--- config.mk ---
export PLATFORM = sky130hd
export DESIGN_NAME = lf_nav_ctrl
export DESIGN_NICKNAME = d
export VERILOG_FILES = /design/src/rtl/lf_pkg.sv /design/src/rtl/lf_classify.sv /design/src/rtl/lf_nav_ctrl.sv
export SDC_FILE = /design/constraint.sdc
export NUM_CORES = 1
export LEC_CHECK = 0
export BUFFER_PORTS_ARGS = -buffer_cell sky130_fd_sc_hd__buf_2
export CORE_MARGIN = 2
export CORE_UTILIZATION = 50
export DETAILED_ROUTE_END_ITERATION = 8
export GPL_ROUTABILITY_DRIVEN = 0
export PLACE_DENSITY = 0.73
export SLEW_MARGIN = 10
export SYNTH_ARGS = -nofsm -noshare
export SYNTH_HDL_FRONTEND = slang
export SYNTH_HIERARCHICAL = 1
export SYNTH_SLANG_ARGS = --single-unit
--- constraint.sdc ---
create_clock -name i_clk -period 3.3 [get_ports i_clk]
set_clock_uncertainty 0.1 [all_clocks]
set_input_delay 0.33 -clock i_clk [delete_from_list [all_inputs] [get_ports i_clk]]
set_output_delay 0.33 -clock i_clk [all_outputs]
set_load 0.05 [all_outputs]
--- src/rtl/lf_pkg.sv ---
// ---------------------------------------------------------------------------
// lf_pkg
// Shared types and encodings for the line-follower navigation controller.
//   nav_state_t  : navigation FSM states
//   line_class_t : line-position class derived from one sensor sample
//   MD_*         : motor_dir encodings {in4,in3,in2,in1}
// ---------------------------------------------------------------------------
package lf_pkg;

    typedef enum logic [2:0] {
        ST_IDLE,
        ST_FOLLOW,
        ST_NODE_ACT,
        ST_GAP_SEARCH,
        ST_DONE
    } nav_state_t;

    typedef enum logic [2:0] {
        CL_CENTER,
        CL_LEFT,
        CL_RIGHT,
        CL_NODE,
        CL_GAP
    } line_class_t;

    localparam logic [3:0] MD_BRAKE = 4'b0000;
    localparam logic [3:0] MD_FWD   = 4'b0101;
    localparam logic [3:0] MD_RIGHT = 4'b0110;
    localparam logic [3:0] MD_LEFT  = 4'b1001;

endpackage

--- src/rtl/lf_classify.sv ---
// ---------------------------------------------------------------------------
// lf_classify
// Quantises each sensor channel against a threshold (black when
// sample >= threshold) and classifies the resulting bit vector. The class of
// the current sample is available combinationally so the controller can act
// on it in the same cycle; the last valid class is also registered so the
// controller can keep steering on it while no new sample arrives.
// Ports:
//   i_clk, i_rst        : clock, async active-high reset
//   i_sens_data         : packed samples, channel 0 (leftmost) in the LSBs
//   i_sens_valid        : qualifies i_sens_data
//   i_thresh            : black/white threshold
//   o_class_now         : class of i_sens_data (meaningful when valid)
//   o_class_last        : class of the most recent valid sample
// ---------------------------------------------------------------------------
import lf_pkg::*;

module lf_classify #(
    parameter int N_SENS = 3,
    parameter int ADC_W  = 12
) (
    input  logic                    i_clk,
    input  logic                    i_rst,
    input  logic [N_SENS*ADC_W-1:0] i_sens_data,
    input  logic                    i_sens_valid,
    input  logic [ADC_W-1:0]        i_thresh,
    output line_class_t             o_class_now,
    output line_class_t             o_class_last
);

    localparam int HALF = N_SENS / 2;

    logic [N_SENS-1:0] w_bits;
    logic              w_left_any;
    logic              w_right_any;
    line_class_t       w_class;
    line_class_t       r_class_last;

    for (genvar g = 0; g < N_SENS; g++) begin : g_quant
        assign w_bits[g] = (i_sens_data[g*ADC_W +: ADC_W] >= i_thresh);
    end

    // The middle channel (index HALF) never decides left versus right.
    always_comb begin
        w_left_any  = 1'b0;
        w_right_any = 1'b0;
        for (int i = 0; i < HALF; i++) begin
            w_left_any = w_left_any | w_bits[i];
        end
        for (int i = HALF + 1; i < N_SENS; i++) begin
            w_right_any = w_right_any | w_bits[i];
        end
    end

    always_comb begin
        w_class = CL_CENTER;
        if (&w_bits) begin
            w_class = CL_NODE;
        end else if (~|w_bits) begin
            w_class = CL_GAP;
        end else if (w_left_any && !w_right_any) begin
            w_class = CL_LEFT;
        end else if (w_right_any && !w_left_any) begin
            w_class = CL_RIGHT;
        end
    end

    always_ff @(posedge i_clk or posedge i_rst) begin
        if (i_rst) begin
            r_class_last <= CL_CENTER;
        end else if (i_sens_valid) begin
            r_class_last <= w_class;
        end
    end

    assign o_class_now  = w_class;
    assign o_class_last = r_class_last;

endmodule

--- src/rtl/lf_nav_ctrl.sv ---
// ---------------------------------------------------------------------------
// lf_nav_ctrl
// Line-follower navigation controller. Steers along the line, confirms and
// counts nodes (all-black crossings), executes the per-node plan (right turn
// or straight), searches for the line across gaps and stops after LAPS laps.
//
// state         | meaning
// --------------+----------------------------------------------------------
// ST_IDLE       | braked, waiting for start
// ST_FOLLOW     | steering on the line class, confirming nodes, spotting gaps
// ST_NODE_ACT   | executing the node plan for TURN_CYC cycles
// ST_GAP_SEARCH | turning toward the flagged side until the line reappears
// ST_DONE       | braked, finish asserted, left only by reset
//
// Ports:
//   i_clk, i_rst   : clock, async active-high reset
//   i_start        : level start request
//   i_sens_data    : packed sensor samples, channel 0 leftmost
//   i_sens_valid   : one-cycle strobe qualifying i_sens_data
//   i_thresh       : black/white threshold
//   i_node_plan    : bit k = 1 turns right at node k, 0 goes straight
//   o_motor_dir    : {in4,in3,in2,in1}
//   o_duty_l/_r    : motor duties
//   o_node_count   : node index counter
//   o_lap_count    : laps completed
//   o_node_pulse   : one-cycle pulse per counted node
//   o_finish       : run complete, sticky until reset
// All outputs are registered; a valid sample shows on the outputs one cycle
// after its strobe.
// ---------------------------------------------------------------------------
import lf_pkg::*;

module lf_nav_ctrl #(
    parameter int N_SENS   = 3,
    parameter int ADC_W    = 12,
    parameter int PWM_W    = 8,
    parameter int NODES    = 8,
    parameter int LAPS     = 2,
    parameter int CONFIRM  = 4,
    parameter int HOLDOFF  = 7812500,
    parameter int TURN_CYC = 1562500,
    parameter int F_DUTY   = 105,
    parameter int S_DUTY   = 95
) (
    input  logic                    i_clk,
    input  logic                    i_rst,
    input  logic                    i_start,
    input  logic [N_SENS*ADC_W-1:0] i_sens_data,
    input  logic                    i_sens_valid,
    input  logic [ADC_W-1:0]        i_thresh,
    input  logic [NODES-1:0]        i_node_plan,
    output logic [3:0]              o_motor_dir,
    output logic [PWM_W-1:0]        o_duty_l,
    output logic [PWM_W-1:0]        o_duty_r,
    output logic [3:0]              o_node_count,
    output logic [1:0]              o_lap_count,
    output logic                    o_node_pulse,
    output logic                    o_finish
);

    localparam int HOLD_W = $clog2(HOLDOFF + 1);
    localparam int TURN_W = $clog2(TURN_CYC + 1);
    localparam int CONF_W = $clog2(CONFIRM + 1);

    localparam logic [PWM_W-1:0] D_CRUISE = PWM_W'(F_DUTY - 15);
    localparam logic [PWM_W-1:0] D_FAST   = PWM_W'(F_DUTY - 10);
    localparam logic [PWM_W-1:0] D_SLOW   = PWM_W'(S_DUTY);
    localparam logic [PWM_W-1:0] D_FULL   = '1;
    localparam logic [PWM_W-1:0] D_ZERO   = '0;

    line_class_t w_class_now;
    line_class_t w_class_last;
    line_class_t w_cls;

    nav_state_t        r_state;
    nav_state_t        w_state_nx;
    logic [3:0]        r_dir, w_dir_nx;
    logic [PWM_W-1:0]  r_duty_l, w_duty_l_nx;
    logic [PWM_W-1:0]  r_duty_r, w_duty_r_nx;
    logic [3:0]        r_node, w_node_nx;
    logic [1:0]        r_lap, w_lap_nx;
    logic              r_pulse, w_pulse_nx;
    logic              r_finish, w_finish_nx;
    logic [TURN_W-1:0] r_turn, w_turn_nx;
    logic              r_search_left, w_search_left_nx;
    logic [HOLD_W-1:0] r_hold;
    logic [CONF_W-1:0] r_conf;

    logic              w_node_hit;
    logic              w_count;
    logic              w_wrap;
    logic [15:0]       w_plan16;
    logic [3:0]        w_st_dir;
    logic [PWM_W-1:0]  w_st_dl;
    logic [PWM_W-1:0]  w_st_dr;

    lf_classify #(
        .N_SENS (N_SENS),
        .ADC_W  (ADC_W)
    ) u_classify (
        .i_clk        (i_clk),
        .i_rst        (i_rst),
        .i_sens_data  (i_sens_data),
        .i_sens_valid (i_sens_valid),
        .i_thresh     (i_thresh),
        .o_class_now  (w_class_now),
        .o_class_last (w_class_last)
    );

    // Without a fresh sample the controller keeps acting on the last one.
    assign w_cls    = i_sens_valid ? w_class_now : w_class_last;
    assign w_plan16 = 16'(i_node_plan);

    // The sample that brings the run to CONFIRM counts, unless holdoff is
    // running; a long node saturates the counter so it is never recounted.
    assign w_node_hit = i_sens_valid && (w_class_now == CL_NODE)
                        && (r_conf == CONF_W'(CONFIRM - 1)) && (r_hold == '0);
    assign w_count    = (r_state == ST_FOLLOW) && w_node_hit;
    assign w_wrap     = (r_node == 4'(NODES - 1));

    always_ff @(posedge i_clk or posedge i_rst) begin
        if (i_rst) begin
            r_conf <= '0;
        end else if (r_state == ST_IDLE) begin
            r_conf <= '0;
        end else if (i_sens_valid) begin
            if (w_class_now != CL_NODE) begin
                r_conf <= '0;
            end else if (r_conf != CONF_W'(CONFIRM)) begin
                r_conf <= r_conf + CONF_W'(1);
            end
        end
    end

    always_ff @(posedge i_clk or posedge i_rst) begin
        if (i_rst) begin
            r_hold <= '0;
        end else if (w_count) begin
            r_hold <= HOLD_W'(HOLDOFF);
        end else if (r_hold != '0) begin
            r_hold <= r_hold - HOLD_W'(1);
        end
    end

    // Steering from a line class; NODE (not counted) and GAP steer straight.
    always_comb begin
        w_st_dir = MD_FWD;
        w_st_dl  = D_CRUISE;
        w_st_dr  = D_CRUISE;
        case (w_cls)
            CL_LEFT: begin
                w_st_dir = MD_LEFT;
                w_st_dl  = D_SLOW;
                w_st_dr  = D_FAST;
            end
            CL_RIGHT: begin
                w_st_dir = MD_RIGHT;
                w_st_dl  = D_FAST;
                w_st_dr  = D_SLOW;
            end
            default: ;
        endcase
    end

    always_comb begin
        w_state_nx       = r_state;
        w_dir_nx         = r_dir;
        w_duty_l_nx      = r_duty_l;
        w_duty_r_nx      = r_duty_r;
        w_node_nx        = r_node;
        w_lap_nx         = r_lap;
        w_pulse_nx       = 1'b0;
        w_finish_nx      = r_finish;
        w_search_left_nx = r_search_left;
        w_turn_nx        = (r_turn != '0) ? (r_turn - TURN_W'(1)) : r_turn;

        case (r_state)
            ST_IDLE: begin
                w_dir_nx    = MD_BRAKE;
                w_duty_l_nx = D_ZERO;
                w_duty_r_nx = D_ZERO;
                if (i_start) begin
                    w_state_nx = ST_FOLLOW;
                end
            end

            ST_FOLLOW: begin
                if (w_count) begin
                    w_pulse_nx = 1'b1;
                    w_node_nx  = w_wrap ? 4'd0 : (r_node + 4'd1);
                    if (w_wrap) begin
                        w_lap_nx = r_lap + 2'd1;
                    end
                    if (w_wrap && ((r_lap + 2'd1) == 2'(LAPS))) begin
                        w_state_nx  = ST_DONE;
                        w_dir_nx    = MD_BRAKE;
                        w_duty_l_nx = D_ZERO;
                        w_duty_r_nx = D_ZERO;
                        w_finish_nx = 1'b1;
                    end else begin
                        w_state_nx = ST_NODE_ACT;
                        w_turn_nx  = TURN_W'(TURN_CYC - 1);
                        if (w_plan16[r_node]) begin
                            w_dir_nx    = MD_RIGHT;
                            w_duty_l_nx = D_FULL;
                            w_duty_r_nx = D_FULL;
                        end else begin
                            w_dir_nx    = MD_FWD;
                            w_duty_l_nx = D_SLOW;
                            w_duty_r_nx = D_SLOW;
                        end
                    end
                end else if (i_sens_valid && (w_class_now == CL_GAP)) begin
                    // The flag names this search's side and flips for the next gap.
                    w_state_nx       = ST_GAP_SEARCH;
                    w_search_left_nx = ~r_search_left;
                    if (r_search_left) begin
                        w_dir_nx    = MD_LEFT;
                        w_duty_l_nx = D_SLOW;
                        w_duty_r_nx = D_FAST;
                    end else begin
                        w_dir_nx    = MD_RIGHT;
                        w_duty_l_nx = D_FAST;
                        w_duty_r_nx = D_SLOW;
                    end
                end else if (i_sens_valid) begin
                    w_dir_nx    = w_st_dir;
                    w_duty_l_nx = w_st_dl;
                    w_duty_r_nx = w_st_dr;
                end
            end

            ST_NODE_ACT: begin
                if (r_turn == '0) begin
                    w_state_nx  = ST_FOLLOW;
                    w_dir_nx    = w_st_dir;
                    w_duty_l_nx = w_st_dl;
                    w_duty_r_nx = w_st_dr;
                end
            end

            ST_GAP_SEARCH: begin
                if (i_sens_valid && (w_class_now != CL_GAP)) begin
                    w_state_nx  = ST_FOLLOW;
                    w_dir_nx    = w_st_dir;
                    w_duty_l_nx = w_st_dl;
                    w_duty_r_nx = w_st_dr;
                end
            end

            ST_DONE: begin
                w_dir_nx    = MD_BRAKE;
                w_duty_l_nx = D_ZERO;
                w_duty_r_nx = D_ZERO;
                w_finish_nx = 1'b1;
            end

            default: begin
                w_state_nx = ST_IDLE;
            end
        endcase
    end

    always_ff @(posedge i_clk or posedge i_rst) begin
        if (i_rst) begin
            r_state       <= ST_IDLE;
            r_dir         <= MD_BRAKE;
            r_duty_l      <= '0;
            r_duty_r      <= '0;
            r_node        <= '0;
            r_lap         <= '0;
            r_pulse       <= 1'b0;
            r_finish      <= 1'b0;
            r_turn        <= '0;
            r_search_left <= 1'b0;
        end else begin
            r_state       <= w_state_nx;
            r_dir         <= w_dir_nx;
            r_duty_l      <= w_duty_l_nx;
            r_duty_r      <= w_duty_r_nx;
            r_node        <= w_node_nx;
            r_lap         <= w_lap_nx;
            r_pulse       <= w_pulse_nx;
            r_finish      <= w_finish_nx;
            r_turn        <= w_turn_nx;
            r_search_left <= w_search_left_nx;
        end
    end

    assign o_motor_dir  = r_dir;
    assign o_duty_l     = r_duty_l;
    assign o_duty_r     = r_duty_r;
    assign o_node_count = r_node;
    assign o_lap_count  = r_lap;
    assign o_node_pulse = r_pulse;
    assign o_finish     = r_finish;

endmodule

==> impl_metrics.tcl, run 1 <==
set metrics [dict create \
    synth.top_cell.area_share 0.361 \
    io_buffers 87 \
    syn-num-nets 610 \
    outcome "complete, no violations" \
    grt_start_max_net_pins 27 \
    ys.warnings.count 6 \
    path_cells "buf_2 -> inv_2 -> ha_4 -> a211o_1 -> a31oi_1 -> o31ai_2 -> a221oi_4 -> o2111a_2 -> or3b_4 -> a311oi_4 -> o21ai_1 -> and3b_2 -> mux2_4" \
    antenna_left 0 \
    max_stage_delay_ps 390 \
    die_area_mm2 0.0104 \
    gr-usage-met1 0.299 \
    cts.path.max_buffers 2 \
    drive_above_1_share 0.282 \
    h-tree-depth 3 \
    drc 0 \
    die_y_um 102 \
    drt_iter0_markers 145 \
    drv_cap 0 \
    leakage_uw 0.00259 \
    vias_per_cell 5.57 \
    cts_buffers 9 \
    drv_slew 0 \
    dieWidth_um 102 \
    track_usage 0.226 \
    grtUsageMet2 0.381 \
    synthArstFlopShare 1.00 \
    synth.avg_cell_area_um2 9.47 \
    cp_data_arrival_time_ps 3260 \
    ys_ff_latch 69 \
    critPathLaunchType "input pin" \
    instances_no_fill 742 \
    clk_latency_ps 350 \
    fin_nets 713 \
    via_count 4133 \
    period_share 0.942 \
    grt_overflow 0 \
    setup_violations 0 \
    synth_cell_type_count 65 \
    tightestPinTransition_ps 653 \
    grt_pass1_vias 4153 \
    hold_viol_final 0 \
    antenna_found_initial 0 \
    io_pins 88 \
    fp.coreArea_mm2 0.00924 \
    grt_pass1_wl_um 18800 \
    ir_drop_uv 241 \
    synthesis.instances 505 \
    n_antenna_cell 0 \
    ys.flop_type "dfrtp_1" \
    worstHoldPathType "in2async" \
    cts_setup_buffers 0 \
    top_usage_layer "met2" \
    first_pass_iters 4 \
    crit_required_ps 3450 \
    synth_top_area_cell "dfrtp_1" \
    p_per_area_mw_per_mm2 322 \
    max_freq_mhz 322 \
    critical_path_class "in2reg" \
    synthTopCellsByCount "dfrtp_1, ha_1, nor2_1" \
    synth.most_common_cell "dfrtp_1" \
    rows 35 \
    worst_hold_slack_ps 302 \
    fin_crit_ps 3110 \
    endpoint_kind "flip-flop" \
    grt_util_met3 0.0499 \
    yosysSeqAreaShare 0.361 \
    start_util 0.518 \
    nFillCells 779 \
    synthToLayoutAreaGrowth_pct 19.9 \
    wl_per_cell_um 14.6 \
    syn-cell-area_mm2 0.00478 \
    place_hpwl_um 8330 \
    wirelength_um 10800 \
    rsz0062_at_grt "false" \
    timing.slew.headroom 0.563 \
    cts_sinks 69 \
    synth_edf_count 0 \
    cp_max_fo 6 \
    ys_top_cells_by_area "dfrtp_1, ha_1, xnor2_1" \
    cts_tree "yes" \
    dp_cells 725 \
    worst_path_max_delay_cell "or3b_4" \
    root_buffer "clkbuf_8" \
    path_clk_slew_ps 90 \
]
## placed cells by master (no fill, tap or decap), drive strengths merged, types with 9 or more instances in the layout
cell type	netlist	layout
nor4	12	12
nor2	36	36
dfrtp	69	69
o21ai	28	28
nand3	14	14
nand2b	9	9
a21oi	19	19
xnor2	17	17
inv	31	34
nor3	13	13
ha	45	45
or3	10	10
clkbuf	11	9
or4	17	17
nand2	34	34
buf	18	120
## layer usage
layer | share of wire | up-vias | routed length, um
li1 | - | 2057 | -
met1 | 0.45 | 1976 | 4900
met2 | 0.49 | 92 | 5350
met3 | 0.043 | 8 | 466
met4 | 0.010 | 0 | 108
met5 | 0 | - | 0
## stage by stage
step | cell area (um^2) | utilization | setup slack (ps) | total power, uW | TNS [ps]
finish | 5740 | 0.621 | 191 | 1850 | 0
global placement | 5510 | 0.596 | -156 | 1120 | -862
detailed placement | 5510 | 0.596 | -206 | 1140 | -1310
CTS | 5720 | 0.619 | 182 | 1870 | 0
floorplan | 4830 | - | 13.9 | 1030 | 0
global route | 5740 | 0.621 | 18.7 | 1940 | 0
## cell type report
class                           count  area (um^2)  area share
Multi-Input combinational cell    376         2820       0.492
Sequential cell                    69         1730       0.301
Timing Repair Buffer              121          706       0.123
Tap cell                          129          161      0.0281
Clock buffer                        9          124      0.0216
Inverter                           31          116      0.0203
Clock inverter                      7         80.1      0.0140
## registers in the layout (all words and copies together), names as in the netlist
register                 cells
r_state                      3
r_hold                      23
o_motor_dir                  4
o_node_pulse                 1
o_duty_r                     3
u_classify/o_class_last      3
r_conf                       3
o_node_count                 4
o_lap_count                  2
r_turn                      21
o_finish                     1
r_search_left                1
## critical path: cells and delay by family
kind            cells  cell delay, ps
buf+inv             2             190
compound gates      7            1540
fa+ha+maj           1             210
mux                 1             300
simple gates        2             680
## cells by family (layout without fill, tap and decap cells)
logic type,count (synthesis),count (layout),share of synthesized area
adders and majority gates,45,45,0.118
DFF,69,69,0.361
and+or+nand+nor,186,186,0.222
muxes,18,18,0.0458
buffers and inverters,60,168,0.0617
AOI/OAI and AO/OA,102,102,0.146
xor gates and xnor gates,25,25,0.0458
## report_power, final
group          internal (uW)  switching, uW  leakage, uW
combinational            128            134      0.00171
clock                    358            368    0.0000968
sequential               852           7.93     0.000790
total                   1340            510      0.00259
## worst paths after layout
check                                             from                                     end  slack (ps)  cells after the start
min in group i_clk                             i_start                  r_state[0]$_DFFE_PP0P_         300                      3
max in group asynchronous                        i_rst                   r_hold[5]$_DFFE_PP0P_        1990                      4
worst max-delay path                       i_thresh[2]              o_motor_dir[1]$_DFFE_PP0P_         190                     13
worst max register to register   r_hold[0]$_DFFE_PP0P_              o_motor_dir[1]$_DFFE_PP0P_         240                      7
worst min-delay path                             i_rst  u_classify/o_class_last[0]$_DFFE_PP0P_         300                      3
worst min register to register  r_hold[15]$_DFFE_PP0P_                  r_hold[15]$_DFFE_PP0P_         370                      1
## repair_timing
| action | CTS | global route |
|---|---|---|
| setup endpoints to repair | 0 | 6 |
| endpoints found under the hold margin | 18 | 0 |
| hold buffers | 1 | 0 |
| resized for setup | 0 | 3 |
Power figures use the tool's default switching activity.
==> run 2, diff against run 1 <==
CORE_UTILIZATION = 40   (was 50)
PLACE_DENSITY = unset   (was 0.73)
==> impl_metrics.tcl, run 2 (same netlist as run 1, synthesis figures left out) <==
set metrics [dict create \
    outcome "complete, no violations" \
    postLayoutCellArea_mm2 0.00587 \
    drive_above_1_share 0.284 \
    largest_register_ff_count 23 \
    p_per_area_mw_per_mm2 360 \
    rows 39 \
    max_freq_mhz 317 \
    combPwrFrac 0.125 \
    wirelength_um 11100 \
    reg.largest.list "r_hold: 23 flops, r_turn: 21 flops" \
    wl_per_cell_um 14.6 \
    io_buffers 87 \
    via_count 4093 \
    path_clk_slew_ps 60 \
    h-tree-depth 3 \
    rsz0062_at_grt "false" \
    cts_buffers 9 \
    endpoint_kind "flip-flop" \
    top_register "r_hold" \
    clk_latency_ps 340 \
    cts_tree "yes" \
    power_frac_clock 0.466 \
    final_common_cell "buf_2" \
    timing.slew.headroom 0.432 \
    place_hpwl_um 8530 \
    dpl-instance-area_mm2 0.00553 \
    die_area_mm2 0.0128 \
    setup_violations 0 \
    antenna_found_initial 0 \
    final_core_util 0.508 \
    cp_top_family "compound AO/OA/AOI/OAI gates" \
    track_usage 0.187 \
    critical_path_buf_inv_count 2 \
    drc 0 \
    root_buffer "clkbuf_16" \
    synthToLayoutAreaGrowth_pct 22.7 \
    first_pass_iters 4 \
    n_antenna_cell 0 \
    cts.path.max_buffers 2 \
    seq_area_mm2 0.00173 \
    critical_path_class "in2reg" \
    layout_common_cells "buf_2, dfrtp_1, ha_1, nor2_1, buf_4" \
    path_cells "buf_2 -> inv_2 -> ha_4 -> a211o_1 -> a31oi_2 -> o31ai_2 -> a221oi_4 -> o2111a_2 -> or3b_4 -> a311oi_4 -> o21ai_1 -> and3b_1 -> mux2_4" \
    drv_slew 0 \
    grt_overflow 0 \
    cts_sinks 69 \
    worst_path_max_delay_cell "or3b_4" \
    tightestPinTransition_ps 852 \
    p_sw_uw 519 \
    cp_data_arrival_time_ps 3270 \
    vias_per_cell 5.39 \
    p_int_uw 1590 \
    ir_drop_uv 318 \
    cp.depth 13 \
    period_share 0.955 \
    io_pins 88 \
    cp_max_fo 6 \
    drt_iter0_markers 154 \
    dieWidth_um 113 \
    antenna_left 0 \
    fin_crit_ps 3150 \
    rr_worst_depth 5 \
    grt_pass1_vias 4167 \
    nFillCells 1074 \
    p_seq_frac 0.408 \
    leakage_uw 0.00265 \
    hold_viol_final 0 \
    critPathLaunchType "input pin" \
    grt_start_max_net_pins 67 \
    multi_input_area_mm2 0.00282 \
    grt_pass1_wl_um 19400 \
    fp.coreArea_mm2 0.0116 \
    max_stage_delay_ps 390 \
    worstSetupStartpoint "i_thresh[2]" \
    fin_nets 716 \
    start_util 0.414 \
    swShare 0.245 \
    worstHoldPathType "in2async" \
    crit_required_ps 3420 \
    reg2reg_from "r_turn[12]$_DFF_PP0_" \
    die_y_um 113 \
    drv_cap 0 \
]
-- run 2: cell count changes in the layout (fill, tap and decap cells not counted), sizes merged --
| cell | delta |
|---|---|
| inv | -2 |
| buf | +3 |
| clkbuf | +1 |
| clkinv | +1 |
-- run 2: area by class of cell --
class	instances	area share
timing repair buffer	124	0.122
clock buffer	10	0.0407
inverter	31	0.0198
multi-input combinational	376	0.481
tap	143	0.0305
sequential	69	0.294
clock inverter	6	0.0121
-- run 2: tightest hold or removal path, delay by kind of cell --
family | cells | cell delay (ps)
buf+inv | 3 | 770
-- run 2: power by group through the flow --
| stage | Clock (uW) | Combinational [uW] | Sequential (uW) |
|---|---|---|---|
| final | 986 | 265 | 863 |
| after global routing | 1050 | 300 | 864 |
| after CTS | 1010 | 265 | 863 |
| after detailed placement | 0 | 263 | 878 |
| after global placement | 0 | 254 | 877 |
| after floorplan | 0 | 159 | 875 |
-- run 2: worst paths after layout --
path                                                          end  slack [ps]
max                                    o_motor_dir[1]$_DFFE_PP0P_         150
min                        u_classify/o_class_last[1]$_DFFE_PP0P_         320
max reg2reg                            o_motor_dir[2]$_DFFE_PP0P_         280
min reg2reg                                  o_finish$_DFFE_PP0P_         370
max in group asynchronous                  r_hold[14]$_DFFE_PP0P_        1840
min in group i_clk                         r_state[0]$_DFFE_PP0P_         340
-- run 2: stage by stage --
stage	TNS [ps]	total power [uW]	hold slack [ps]	cells	setup slack (ps)
floorplan	0	1030	-16.4	505	13.9
global placement	-780	1130	116	741	-150
detailed placement	-1670	1140	122	741	-240
CTS	0	2140	314	758	118
global route	0	2220	322	759	2.03
finish	0	2110	317	759	147
-- run 2: timing repair --
| item | in CTS | in global routing |
|---|---|---|
| buffers inserted | 0 | 1 |
| setup endpoints to repair | 0 | 7 |
| hold buffers | 1 | 0 |
| endpoints found under the hold margin | 3 | 0 |
| gates resized for setup | 0 | 2 |
-- run 2: metal layers --
layer  routed length [um]  vias up  GRT usage
met2                 5260       85      0.309
met1                 5310     1947      0.247
li1                     -     2051          -
met5                    0        -          0
met4                  145        0     0.0569
met3                  387       10     0.0418
